==> src/rtl/if_pkg.sv <==
// Shared types and constants for the instruction-fetch unit.
package if_pkg;

  typedef enum logic [1:0] {
    FETCH = 2'd0,
    WAIT  = 2'd1,
    HALT  = 2'd2
  } fetch_state_e;

  localparam logic [31:0] PC_INCR           = 32'd4;
  localparam logic [31:0] DEFAULT_RESET_PC  = 32'h0000_0000;
  localparam logic [31:0] DEFAULT_STOP_INST = 32'h0000_0000;

  typedef struct packed {
    logic [31:0] pc;
    logic [31:0] inst;
  } fetch_entry_t;

endpackage

==> src/rtl/fetch_queue.sv <==
// Small synchronous FIFO holding fetched {pc, inst} pairs; flush empties it in one cycle.
module fetch_queue
  import if_pkg::*;
#(
  parameter int QDEPTH = 2
) (
  input  logic         clk,
  input  logic         rstn,
  input  logic         push,
  input  logic         pop,
  input  logic         flush,
  input  fetch_entry_t push_entry,
  output logic         full,
  output logic         empty,
  output fetch_entry_t head
);

  localparam int AW = $clog2(QDEPTH);
  localparam logic [AW:0] PTR_ONE = {{AW{1'b0}}, 1'b1};

  logic [AW:0]  wr_ptr_r;
  logic [AW:0]  rd_ptr_r;
  fetch_entry_t mem_r [QDEPTH];

  // Extra MSB on each pointer distinguishes full from empty when the indices match.
  assign empty = (wr_ptr_r == rd_ptr_r);
  assign full  = (wr_ptr_r[AW] != rd_ptr_r[AW]) && (wr_ptr_r[AW-1:0] == rd_ptr_r[AW-1:0]);
  assign head  = mem_r[rd_ptr_r[AW-1:0]];

  // Read/write pointer update
  always_ff @(posedge clk or negedge rstn) begin
    if (!rstn) begin
      wr_ptr_r <= '0;
      rd_ptr_r <= '0;
    end else if (flush) begin
      wr_ptr_r <= '0;
      rd_ptr_r <= '0;
    end else begin
      if (push && !full) wr_ptr_r <= wr_ptr_r + PTR_ONE;
      if (pop && !empty) rd_ptr_r <= rd_ptr_r + PTR_ONE;
    end
  end

  // Entry storage
  always_ff @(posedge clk or negedge rstn) begin
    if (!rstn) begin
      for (int i = 0; i < QDEPTH; i++) mem_r[i] <= '0;
    end else if (push && !full && !flush) begin
      mem_r[wr_ptr_r[AW-1:0]] <= push_entry;
    end
  end

endmodule

==> src/rtl/if_fetch_unit.sv <==
// IF stage producer: PC generation, single-outstanding imem reads, fetch queue, IF/ID outputs.
// Define FETCH_ALIGN_CHECK_EN to add misalign_err and halt on misaligned redirect targets.
module if_fetch_unit
  import if_pkg::*;
#(
  parameter logic [31:0] RESET_PC  = DEFAULT_RESET_PC,
  parameter int          QDEPTH    = 2,
  parameter logic [31:0] STOP_INST = DEFAULT_STOP_INST
) (
  input  logic        clk,
  input  logic        rstn,
  input  logic        stall_in,
  input  logic        redirect_valid,
  input  logic [31:0] redirect_pc,
  output logic        imem_req,
  output logic [31:0] imem_addr,
  input  logic        imem_ack,
  input  logic [31:0] imem_rdata,
  output logic [31:0] PC_out,
  output logic [31:0] inst_IF_out,
  output logic        stop_out,
  output logic        valid_out
`ifdef FETCH_ALIGN_CHECK_EN
  ,
  output logic        misalign_err
`endif
);

  fetch_state_e state_r;
  logic [31:0]  fetch_pc_r;
  logic         drop_r;
  logic         drop_halt_r;
  logic [31:0]  redir_pc_s;
  logic         redir_halt_s;
  logic         push_s;
  logic         pop_s;
  logic         full_s;
  logic         empty_s;
  fetch_entry_t push_entry_s;
  fetch_entry_t head_s;

`ifdef FETCH_ALIGN_CHECK_EN
  assign redir_pc_s   = redirect_pc;
  assign redir_halt_s = (redirect_pc[1:0] != 2'b00);

  // Sticky misaligned-redirect flag
  always_ff @(posedge clk or negedge rstn) begin
    if (!rstn) begin
      misalign_err <= 1'b0;
    end else if (redirect_valid && redir_halt_s) begin
      misalign_err <= 1'b1;
    end
  end
`else
  logic unused_pc_bits_s;
  assign redir_pc_s       = {redirect_pc[31:2], 2'b00};
  assign redir_halt_s     = 1'b0;
  assign unused_pc_bits_s = ^redirect_pc[1:0];
`endif

  // A redirect discards both a coincident ack and any ack of a dropped request.
  assign push_s       = imem_ack && imem_req && !drop_r && !redirect_valid;
  assign pop_s        = !stall_in && !empty_s && !redirect_valid;
  assign push_entry_s = {imem_addr, imem_rdata};

  fetch_queue #(
    .QDEPTH(QDEPTH)
  ) u_queue (
    .clk       (clk),
    .rstn      (rstn),
    .push      (push_s),
    .pop       (pop_s),
    .flush     (redirect_valid),
    .push_entry(push_entry_s),
    .full      (full_s),
    .empty     (empty_s),
    .head      (head_s)
  );

  // Fetch FSM and memory request interface
  always_ff @(posedge clk or negedge rstn) begin
    if (!rstn) begin
      state_r     <= FETCH;
      fetch_pc_r  <= RESET_PC;
      imem_req    <= 1'b0;
      imem_addr   <= RESET_PC;
      drop_r      <= 1'b0;
      drop_halt_r <= 1'b0;
    end else if (redirect_valid) begin
      fetch_pc_r <= redir_pc_s;
      if (imem_req && !imem_ack) begin
        // The handshake must still complete; its data is thrown away on arrival.
        drop_r      <= 1'b1;
        drop_halt_r <= redir_halt_s;
        state_r     <= WAIT;
      end else begin
        imem_req    <= 1'b0;
        drop_r      <= 1'b0;
        drop_halt_r <= 1'b0;
        state_r     <= redir_halt_s ? HALT : FETCH;
      end
    end else begin
      case (state_r)
        FETCH: begin
          if (!full_s) begin
            imem_req  <= 1'b1;
            imem_addr <= fetch_pc_r;
            state_r   <= WAIT;
          end
        end
        WAIT: begin
          if (imem_ack) begin
            imem_req <= 1'b0;
            if (drop_r) begin
              drop_r      <= 1'b0;
              drop_halt_r <= 1'b0;
              state_r     <= drop_halt_r ? HALT : FETCH;
            end else begin
              fetch_pc_r <= fetch_pc_r + PC_INCR;
              state_r    <= (imem_rdata == STOP_INST) ? HALT : FETCH;
            end
          end
        end
        HALT: begin
          imem_req <= 1'b0;
        end
        default: begin
          imem_req <= 1'b0;
          state_r  <= FETCH;
        end
      endcase
    end
  end

  // IF/ID output register
  always_ff @(posedge clk or negedge rstn) begin
    if (!rstn) begin
      PC_out      <= 32'h0000_0000;
      inst_IF_out <= 32'h0000_0000;
      stop_out    <= 1'b0;
      valid_out   <= 1'b0;
    end else if (redirect_valid) begin
      inst_IF_out <= 32'h0000_0000;
      stop_out    <= 1'b0;
      valid_out   <= 1'b0;
    end else if (!stall_in) begin
      if (!empty_s) begin
        PC_out      <= head_s.pc;
        inst_IF_out <= head_s.inst;
        valid_out   <= 1'b1;
        if (head_s.inst == STOP_INST) stop_out <= 1'b1;
      end else begin
        inst_IF_out <= 32'h0000_0000;
        valid_out   <= 1'b0;
      end
    end
  end

endmodule

==> config.mk <==
export PLATFORM = sky130hd
export DESIGN_NAME = if_fetch_unit
export DESIGN_NICKNAME = d
export VERILOG_FILES = /design/src/rtl/if_pkg.sv /design/src/rtl/fetch_queue.sv /design/src/rtl/if_fetch_unit.sv
export SDC_FILE = /design/constraint.sdc
export NUM_CORES = 1
export LEC_CHECK = 0
export CAP_MARGIN = 20
export CORE_MARGIN = 10
export CORE_UTILIZATION = 59
export DETAILED_ROUTE_END_ITERATION = 8
export PLACE_DENSITY = 0.85
export SETUP_SLACK_MARGIN = 0.5
export SLEW_MARGIN = 10
export SYNTH_ARGS = -nofsm -noshare
export SYNTH_HDL_FRONTEND = slang
export SYNTH_HIERARCHICAL = 1
export SYNTH_SLANG_ARGS = --single-unit
==> constraint.sdc <==
create_clock -name clk -period 4.15 [get_ports clk]
set_input_delay 1.0375 -clock clk [delete_from_list [all_inputs] [get_ports clk]]
set_output_delay 1.0375 -clock clk [all_outputs]
set_load 0.01 [all_outputs]
==> metrics.txt <==
Met3 Routed Length=1800 um; clk_lat worst skew=0.53 ns; Final ANT Viol Nets=0; commonest non-fill, non-tap cells in the layout=261 x dfrtp_1, 252 x mux2_2, 161 x clkdlybuf4s50_1; Synth cell types=51; Slew Viols, Final=0; flops & latches, synth=262; drt total wl=26600 um; sequential area share after synthesis=0.574; minimum clock period after layout=3.13 ns; CTS Root Cell=clkbuf_16; Register-to-Register Path Depth=5; Chip Height=159 um; placed inst area=0.0133 sq mm; CP Launch Type=input pin; part of the power in registers=0.456; Avg WL per Cell=20.9 um; I/O Buffers=163; routability cong.=0.829; most common cell after layout, fill and taps aside=dfrtp_1; crit path cell chain=clkdlybuf4s50_1 > nand4bb_1 > or4_1 > or4_1 > a31oi_1; first-pass GRT wire length=43100 um; DR vias=7453; Post-Syn Area per Cell=13.8 sq um; Clk pwr share=0.309; Post-synth EDFFs=0; initial antenna violation count=2; Cell Area, Synth=0.0114 sq mm; Crit path largest cell delay=0.91 ns; CP required=4.60 ns; post-cts resize count=0; TritonCTS clock tree=built; Pwr Density=557 mW/mm^2; main flop type after synthesis=dfrtp_1; Post-synth ARST share=1.00; vias in the first global route=7890; cell mode on critical path=or4_1; Final Skew=0.00811 ns; Slowest-stage cell, CP=or4_1; Internal=5.84 mW; Switch Pwr=2.06 mW; wire length on met2=12800 um; Final Hold Fails=0; design area=0.0142 sq mm; Inserted Clock Buffers=28; Layout Nets=1059; period utilization=0.753; final setup violating endpoints=0; DRT Pass-1 Iters=5; Setup crit end kind=register; hold_buf cts=0; fill cell count=1227; Top Ports=168; DRC Markers=0; worst-margin pin slew=1.03 ns; WHS Path Cells=1; Post-CTS Setup Bufs=0; Highest Clock Rate=320 MHz; H-tree depth=1; Syn-to-layout area delta=24.2%; sw frac=0.261; Max rail drop VDD=0.000457 V; Total GRT Usage=0.204; Top Metal Used=met4; CTS max path bufs=3; Arrival @ worst endpoint=3.58 ns; RSZ-0062 raised after global routing=false; synthesized netlist cell count=829; Slew headroom=0.313; clk sinks=262; first-iteration detailed-routing DRC count=492; Met1 Wirelength=11400 um; Initial Util=0.604; Via density=5.87; DIE WIDTH=159 um; detailed placement HPWL=17600 um; Comb power frac=0.235; proportion of layout cells with a drive suffix above 1=0.313; max-cap viol count=0; Yosys warning count=6; Core Rows=50; Reg clk slew, reported paths=0.06 ns; Lkg Pwr=6.08 nW; CP Max Fanout=19; largest net degree at the start of global routing=107; CP Class=in -> reg; global route overflow=0; Hold Crit Class=reg -> reg; Core Area=0.0189 sq mm; Die ar.=0.0253 sq mm; Setup TNS=0 ns; outcome=complete, no violations
## stage by stage
stage	std cells	hold WS (ns)	util	power, mW	setup WS [ns]
floorplan	834	0.460	-	4.58	0.903
global placement	1219	0.463	0.702	5.39	0.535
detailed placement	1219	0.477	0.702	5.49	0.480
CTS	1268	0.490	0.750	7.95	1.02
global route	1268	0.503	0.750	8.28	0.868
finish	1270	0.487	0.750	7.90	1.02
## critical path, delay by kind of cell
kind	cells	cell delay, ns
buf+inv	1	0.56
compound gates	1	0.17
simple gates	3	1.80
## power by group through the flow
| stage | clock network (mW) | registers [mW] | logic (mW) |
|---|---|---|---|
| 2_1_floorplan | 0 | 3.63 | 0.953 |
| 3_3_place_gp | 0 | 3.58 | 1.80 |
| 3_5_place_dp | 0 | 3.63 | 1.86 |
| 4_1_cts | 2.47 | 3.60 | 1.88 |
| 5_1_grt | 2.60 | 3.68 | 2.00 |
| 6_report | 2.44 | 3.60 | 1.85 |
## flip-flops by register name, indices dropped and copies added (netlist names)
signal            flops
state_r               2
drop_r                1
imem_addr            30
PC_out               32
stop_out              1
inst_IF_out          32
u_queue/wr_ptr_r      2
u_queue/rd_ptr_r      2
u_queue/mem_r       128
fetch_pc_r           30
imem_req              1
valid_out             1
## synthesized netlist by cell type, types with 6 or more instances
library cell | instances | area, sq um
nor2_1 | 21 | 78.8
dfrtp_1 | 262 | 6560
nor4_1 | 21 | 131
buf_6 | 6 | 67.6
a31oi_1 | 14 | 87.6
xnor2_1 | 8 | 70.1
o21ai_0 | 17 | 85.1
nand2_1 | 28 | 105
mux2_2 | 252 | 2840
clkbuf_1 | 24 | 90.1
xor2_1 | 6 | 52.6
a22o_1 | 33 | 289
nand3_1 | 17 | 85.1
o31ai_1 | 10 | 75.1
buf_1 | 9 | 33.8
or4_1 | 14 | 105
clkbuf_8 | 6 | 82.6
nand2b_1 | 8 | 50.1
nand4_1 | 9 | 56.3
## layer usage
metal,up-vias,track usage
met4,0,0.0518
met1,3815,0.266
met3,38,0.0568
li1,3371,-
met2,229,0.331
met5,-,0
## layout make-up
class | instances | area, sq um | share of cell area
Antenna cell | 2 | 5.00 | 0.000353
Clock buffer | 46 | 870 | 0.0613
Clock inverter | 3 | 43.8 | 0.00309
Inverter | 5 | 18.8 | 0.00132
Multi-Input combinational cell | 515 | 4570 | 0.322
Sequential cell | 262 | 6560 | 0.463
Tap cell | 260 | 325 | 0.0230
Timing Repair Buffer | 177 | 1790 | 0.126
## final timing paths
path,from,to,slack [ns]
max,imem_ack,fetch_pc_r[26],1.02
min,u_queue/mem_r[70],u_queue/mem_r[70],0.49
max reg2reg,u_queue/rd_ptr_r[0],stop_out,1.52
min reg2reg,u_queue/mem_r[70],u_queue/mem_r[70],0.49
max in group asynchronous,rstn,fetch_pc_r[10],2.69
min in group asynchronous,rstn,u_queue/mem_r[28],0.56
## logic make-up (layout without fill, tap and decap cells)
logic type,count (synthesis),count (layout),synth area share
other cells,1,8,0.000329
flops,262,262,0.574
compound gates,91,91,0.0590
fa+ha+maj,1,1,0.00110
simple gates,144,144,0.0700
buf+inv,57,231,0.0292
mux,259,259,0.255
xor+xnor,14,14,0.0107
(Power assumes the default switching activity.)
